File: src/rtl/inst_fetch_queue_if.sv
// Fetch-unit bus: ROM address/data port plus the decode-side valid/ready head port.
// The master modport is the fetch queue itself; slave is the ROM/decode environment.
interface inst_fetch_queue_if;
   logic        ce_o;
   logic [31:0] addr_o;
   logic [31:0] inst_i;
   logic        branch_flag_i;
   logic [31:0] branch_target_address_i;
   logic        inst_valid_o;
   logic        inst_ready_i;
   logic [31:0] inst_o;
   logic [31:0] pc_o;

   modport master (
      output ce_o, addr_o, inst_valid_o, inst_o, pc_o,
      input  inst_i, branch_flag_i, branch_target_address_i, inst_ready_i
   );

   modport slave (
      input  ce_o, addr_o, inst_valid_o, inst_o, pc_o,
      output inst_i, branch_flag_i, branch_target_address_i, inst_ready_i
   );
endinterface

File: src/rtl/inst_fetch_queue.sv
// Instruction fetch front end: drives the ROM, queues {pc, inst} words, drains them to decode.
// Define FETCH_DELAY_SLOT_EN to keep one branch delay-slot instruction across a redirect.
module inst_fetch_queue #(
   parameter int unsigned DEPTH    = 4,
   parameter logic [31:0] RESET_PC = 32'h0000_0000
) (
   input logic               clk,
   input logic               rst,
   inst_fetch_queue_if.master bus
);
   localparam int unsigned PTR_W = $clog2(DEPTH);
   localparam int unsigned CNT_W = $clog2(DEPTH + 1);

   typedef logic [PTR_W-1:0] ptr_t;
   typedef logic [CNT_W-1:0] cnt_t;
   typedef struct packed {
      logic [31:0] pc;
      logic [31:0] inst;
   } entry_t;

   entry_t      mem_q [DEPTH];
   logic [31:0] fpc_q, fpc_d;
   logic        ce_q;
   ptr_t        head_q, head_d, tail_q, tail_d;
   cnt_t        count_q, count_d;
   logic        full, pop, push, wr_en;

   always_comb begin
      // NOTE: every combinational output gets a default first, so no path can infer a latch.
      full    = (count_q == cnt_t'(DEPTH));
      pop     = (count_q != '0) && bus.inst_ready_i;
      push    = ce_q && (!full || pop) && !bus.branch_flag_i;
      head_d  = pop ? head_q + ptr_t'(1) : head_q;
      tail_d  = tail_q;
      count_d = count_q;
      fpc_d   = fpc_q;
      wr_en   = 1'b0;
      if (bus.branch_flag_i) begin
         fpc_d = bus.branch_target_address_i & 32'hFFFF_FFFC;
`ifdef FETCH_DELAY_SLOT_EN
         // Exactly one sequential instruction after the branch survives the redirect.
         if (count_q != '0) begin
            if (pop) begin
               tail_d  = head_d;
               count_d = '0;
            end else begin
               tail_d  = head_q + ptr_t'(1);
               count_d = cnt_t'(1);
            end
         end else if (ce_q) begin
            wr_en   = 1'b1;
            tail_d  = tail_q + ptr_t'(1);
            count_d = cnt_t'(1);
         end
`else
         tail_d  = head_d;
         count_d = '0;
`endif
      end else begin
         if (push) begin
            wr_en  = 1'b1;
            tail_d = tail_q + ptr_t'(1);
            fpc_d  = fpc_q + 32'd4;
         end
         count_d = count_q + cnt_t'(push) - cnt_t'(pop);
      end
   end

   // NOTE: sequential state uses non-blocking assignments; reset is synchronous, active-low.
   always_ff @(posedge clk) begin
      if (!rst) begin
         ce_q    <= 1'b0;
         fpc_q   <= RESET_PC;
         head_q  <= '0;
         tail_q  <= '0;
         count_q <= '0;
      end else begin
         ce_q    <= 1'b1;
         fpc_q   <= fpc_d;
         head_q  <= head_d;
         tail_q  <= tail_d;
         count_q <= count_d;
      end
   end

   // NOTE: queue storage is not reset; count_q alone decides which entries are live.
   always_ff @(posedge clk) begin
      if (wr_en) begin
         mem_q[tail_q] <= '{pc: fpc_q, inst: bus.inst_i};
      end
   end

   assign bus.ce_o         = ce_q;
   assign bus.addr_o       = fpc_q;
   assign bus.inst_valid_o = (count_q != '0);
   assign bus.inst_o       = bus.inst_valid_o ? mem_q[head_q].inst : 32'h0;
   assign bus.pc_o         = bus.inst_valid_o ? mem_q[head_q].pc   : 32'h0;
endmodule

File: src/flat_wrapper.sv
// flat-port wrapper written by rule: the top's interface ports become plain ports
module inst_fetch_queue_flat 
#(
   parameter int unsigned DEPTH    = 4,
   parameter logic [31:0] RESET_PC = 32'h0000_0000
)
  (clk, rst, bus_ce_o, bus_addr_o, bus_inst_valid_o, bus_inst_o, bus_pc_o, bus_inst_i, bus_branch_flag_i, bus_branch_target_address_i, bus_inst_ready_i);
  inst_fetch_queue_if bus_i ();
  input logic clk;
  input logic rst;
  output wire logic [$bits(bus_i.ce_o)-1:0] bus_ce_o;
  output wire logic [$bits(bus_i.addr_o)-1:0] bus_addr_o;
  output wire logic [$bits(bus_i.inst_valid_o)-1:0] bus_inst_valid_o;
  output wire logic [$bits(bus_i.inst_o)-1:0] bus_inst_o;
  output wire logic [$bits(bus_i.pc_o)-1:0] bus_pc_o;
  input wire logic [$bits(bus_i.inst_i)-1:0] bus_inst_i;
  input wire logic [$bits(bus_i.branch_flag_i)-1:0] bus_branch_flag_i;
  input wire logic [$bits(bus_i.branch_target_address_i)-1:0] bus_branch_target_address_i;
  input wire logic [$bits(bus_i.inst_ready_i)-1:0] bus_inst_ready_i;
  assign bus_ce_o = bus_i.ce_o;
  assign bus_addr_o = bus_i.addr_o;
  assign bus_inst_valid_o = bus_i.inst_valid_o;
  assign bus_inst_o = bus_i.inst_o;
  assign bus_pc_o = bus_i.pc_o;
  assign bus_i.inst_i = bus_inst_i;
  assign bus_i.branch_flag_i = bus_branch_flag_i;
  assign bus_i.branch_target_address_i = bus_branch_target_address_i;
  assign bus_i.inst_ready_i = bus_inst_ready_i;
  inst_fetch_queue #(.DEPTH(DEPTH), .RESET_PC(RESET_PC)) u_core (.clk(clk), .rst(rst), .bus(bus_i));
endmodule
File: config.mk
export PLATFORM = sky130hd
export DESIGN_NAME = inst_fetch_queue_flat
export DESIGN_NICKNAME = d
export VERILOG_FILES = /design/src/rtl/inst_fetch_queue_if.sv /design/src/rtl/inst_fetch_queue.sv /design/src/flat_wrapper.sv
export SDC_FILE = /design/constraint.sdc
export NUM_CORES = 1
export LEC_CHECK = 0
export ABC_AREA = 1
export BUFFER_PORTS_ARGS = -buffer_cell sky130_fd_sc_hd__clkbuf_2
export CORE_UTILIZATION = 45
export CTS_CLUSTER_DIAMETER = 60
export DETAILED_ROUTE_END_ITERATION = 10
export PLACE_DENSITY = 0.67
export SETUP_SLACK_MARGIN = 0.05
export SYNTH_ARGS = -nofsm -noshare
export SYNTH_HDL_FRONTEND = slang
export SYNTH_SLANG_ARGS = --single-unit
File: constraint.sdc
create_clock -name clk -period 3.82 [get_ports clk]
set_input_delay 0.382 -clock clk [delete_from_list [all_inputs] [get_ports clk]]
set_output_delay 0.382 -clock clk [all_outputs]
set_load 0.05 [all_outputs]
==> summary.txt <==
Cells and area
  – Most common cell after layout, fill and taps aside: nor2_1
  – Area of the multi-input gates: 3521 sq um
  – Commonest non-fill, non-tap cells in the layout: 300 x nor2_1, 248 x edfxtp_1, 160 x nand2_1, 159 x clkbuf_2, 142 x o21ai_0
  – Fill cells: around 2300
  – Ant. Diodes: 0
  – Sequential cell area: 8213 sq um
  – Nets@finish: 1412
  – Final Cell Area: 14370 sq um
  – Area Growth Syn to Fin: 17.57%
  – Layout cell share with drive strength beyond 1: a little under a fifth

Worst setup path
  – Nature of the critical path startpoint: flop
  – Critical Path RT: around 3.4 ns
  – Worst R2R Path Depth: 10
  – Critical path depth: 6
  – Max incr delay on CP: 0.71 ns
  – Critical Path AT: 3.02 ns
  – Critical setup path kind: reg -> out
  – Slowest cell on crit path: dfxtp_2
  – Crit Path Max Fanout: 37
  – Critical-path cell list: inv_2 > buf_4 > nor2_1 > o21ai_0 > a21oi_1 > clkbuf_2
  – CP endpoint kind: output port
  – Buf+Inv Stages, Crit Path: 3
  – CP delay by family, top: buffers and inverters

Routing
  – Via total after detailed routing: ~9000
  – DR WL/cell: 16.73 um
  – Vias per inst: 5.182
  – 1st-pass router iterations: 7
  – DRT iter0 DRCs: 722
  – WL final: 28360 um
  – Drt drc: 0
  – Routed Antenna Nets: 0

STA
  – PnR worst setup slack: 0.4214 ns
  – Final number of setup-violating endpoints: 0
  – FMAX: 0.2942 GHz
  – Ratio of final minimum period to clock period: roughly nine tenths
  – Slew Viols, Final: 0
  – Slew Limit Headroom: approximately 24%
  – Endpoints failing hold: 0
  – Worst-Margin Slew: 1.134 ns
  – Post-route setup TNS: 0 ns
  – Final Skew: 0.01756 ns
  – Minimum clock period: ~3.4 ns
  – Unrepaired setup endpoints after global routing: no
  – WHS: around 0.046 ns

Job
  – Max-cap violation count: 0

Pwr
  – VDD IR max: 0.3259 mV
  – Leakage power: 0.005425 uW
  – Power Density: 517.5 nW/um^2

Logic synthesis
  – Synthesized area per cell: 10.30 sq um
  – Simple-gate area share of the yosys netlist: approximately 16%
  – Post-Syn Area: 12230 sq um
  – Adder-cell share of the synthesized area: 0.8802%
  – Area contributors post-synth: edfxtp_1 61%, nor2_1 9.3%, dfxtp_1 6.2%
  – Mapped Cells: around 1200
  – Compound-Gate Fraction of Synth Area: 9.979%
  – Post-Synth XOR/XNOR Area: 1.146%
  – Largest family of logic cells by synthesized area: simple AND/OR/NAND/NOR gates
  – Sequential-to-total area share from yosys stat: 67.14%
  – Synth top area share: around 61%
  – Yosys warns: 0
  – Biggest area consumer among synthesized cells: edfxtp_1
  – Synth cell types: 27
  – Post-synthesis mux area share: 0%
  – Synth Register Bits: 286

Floorplanning
  – Chip Width: ~170 um
  – Row count: 59
  – CORE AREA: 26350 sq um
  – Die Span Y: 166.8 um
  – Initial Util: 46.39%
  – Number of I/O pins: 166
  – Die Footprint: 27830 sq um

Placed design
  – Place WS: just over 1 ns
  – Gpl congestion: 0.8680
  – Placed Area: 13370 sq um
  – DP HPWL: 16900 um
  – Port buffer count: 159

Global routing
  – Gr usage total: approximately a fifth
  – Initial antenna violation count: 0
  – Global-route wire length before repair: 44740 um
  – Largest net degree at the start of global routing: 90
  – Number of global-route vias before repair: 8179
  – GR Overflow Total: 0

Clock tree
  – Post-CTS setup buffers: 0
  – Reg clk slew, reported paths: roughly 0.060 ns
  – Clk sinks: 286
  – CTS Hold Bufs: 0
  – PostCTS Resize Cnt: 0
  – Htree depth: 1
  – Clock Latency Late Sink: 0.55 ns
  – Clock buffer depth: 3
  – CTS Buf Count: 30
  – CTS tree: built
  – Clock root buffer: clkbuf_16

Worst hold path
  – Worst hold path type: in -> reg
  – Hold path depth: 1

Run status
  – Status: complete, no violations
-- sequential cells by signal, indices dropped and copies added, names as in the netlist --
| register | flops |
|---|---|
| u_core.bus.addr_o | 30 |
| u_core.count_q | 3 |
| u_core.bus.ce_o | 1 |
| u_core.mem_q | 248 |
| u_core.head_q | 2 |
| u_core.tail_q | 2 |
-- Yosys cell counts --
cell type	instances
a21oi_1	85
a21oi_2	3
a31oi_1	6
buf_1	2
buf_2	20
buf_4	5
clkbuf_1	31
clkbuf_2	5
conb_1	1
dfxtp_1	38
edfxtp_1	248
fa_1	1
ha_1	7
inv_1	64
inv_2	3
nand2_1	160
nand2_2	5
nand2_4	1
nand3_1	21
nor2_1	304
nor2_2	8
nor2_4	5
o21ai_0	142
o21ai_1	4
or2_2	2
xnor2_1	1
xor2_1	15
-- routing by layer --
layer / vias to the layer above / wire, um / GRT usage (%)
met3: 42 / 1613 / 3.018
met4: 0 / 473 / 4.791
li1: 4307 / - / -
met5: - / 0 / 0
met1: 4147 / 12480 / 27.55
met2: 287 / 13790 / 34.69
-- metrics by stage --
| step | std cells | power [uW] | utilization (%) |
|---|---|---|---|
| 2_1_floorplan | 1190 | 4318 | - |
| 3_3_place_gp | 1639 | 4598 | 50.75 |
| 3_5_place_dp | 1639 | 4613 | 50.75 |
| 4_1_cts | 1695 | 7493 | 54.54 |
| 5_1_grt | 1695 | 7707 | 54.54 |
| 6_report | 1695 | 7438 | 54.54 |
-- cell families (layout without fill, tap and decap cells) --
logic type / Yosys count / after routing
xor gates and xnor gates: 16 / 16
and+or+nand+nor: 506 / 506
other: 1 / 4
adders and majority gates: 8 / 8
DFF: 286 / 286
AOI/OAI and AO/OA: 240 / 240
buffers and inverters: 130 / 300
-- final cells by class --
| cell class | count | area share, % |
|---|---|---|
| inverter | 67 | 1.758 |
| timing repair buffer | 177 | 6.737 |
| clock buffer | 42 | 5.893 |
| clock inverter | 14 | 1.062 |
| multi-input combinational | 774 | 24.50 |
| sequential | 286 | 57.14 |
| tap | 335 | 2.916 |
-- worst paths after layout --
kind / startpoint / to / slack [ns]
max reg2reg: u_core.count_q[1]$_SDFF_PP0_ / u_core.count_q[2]$_SDFF_PP0_ / 1.54
min reg2reg: u_core.tail_q[0]$_SDFFE_PN0P_ / u_core.tail_q[0]$_SDFFE_PN0P_ / 0.54
max: u_core.head_q[1]$_SDFF_PN0_ / bus_pc_o[2] / 0.42
min: rst / u_core.bus.ce_o$_DFF_P_ / 0.05
-- power breakdown --
group	total (uW)	leakage [uW]	internal, uW	switching (uW)
clock network	2900	0.000489	1750	1150
registers	3590	0.00259	3490	97.6
logic	952	0.00234	223	729
-- worst register-to-register path, cell delays in order, from the launching register on --
cell and delay (ns):
dfxtp_1 0.40, nor2_1 0.09, nand3_1 0.08, nand2_1 0.11, nor2_2 0.13, buf_4 0.36
ha_1 0.22, inv_1 0.05, fa_1 0.38, or2_2 0.30, a21oi_1 0.11
No activity file was read; power rests on OpenSTA's default activity.
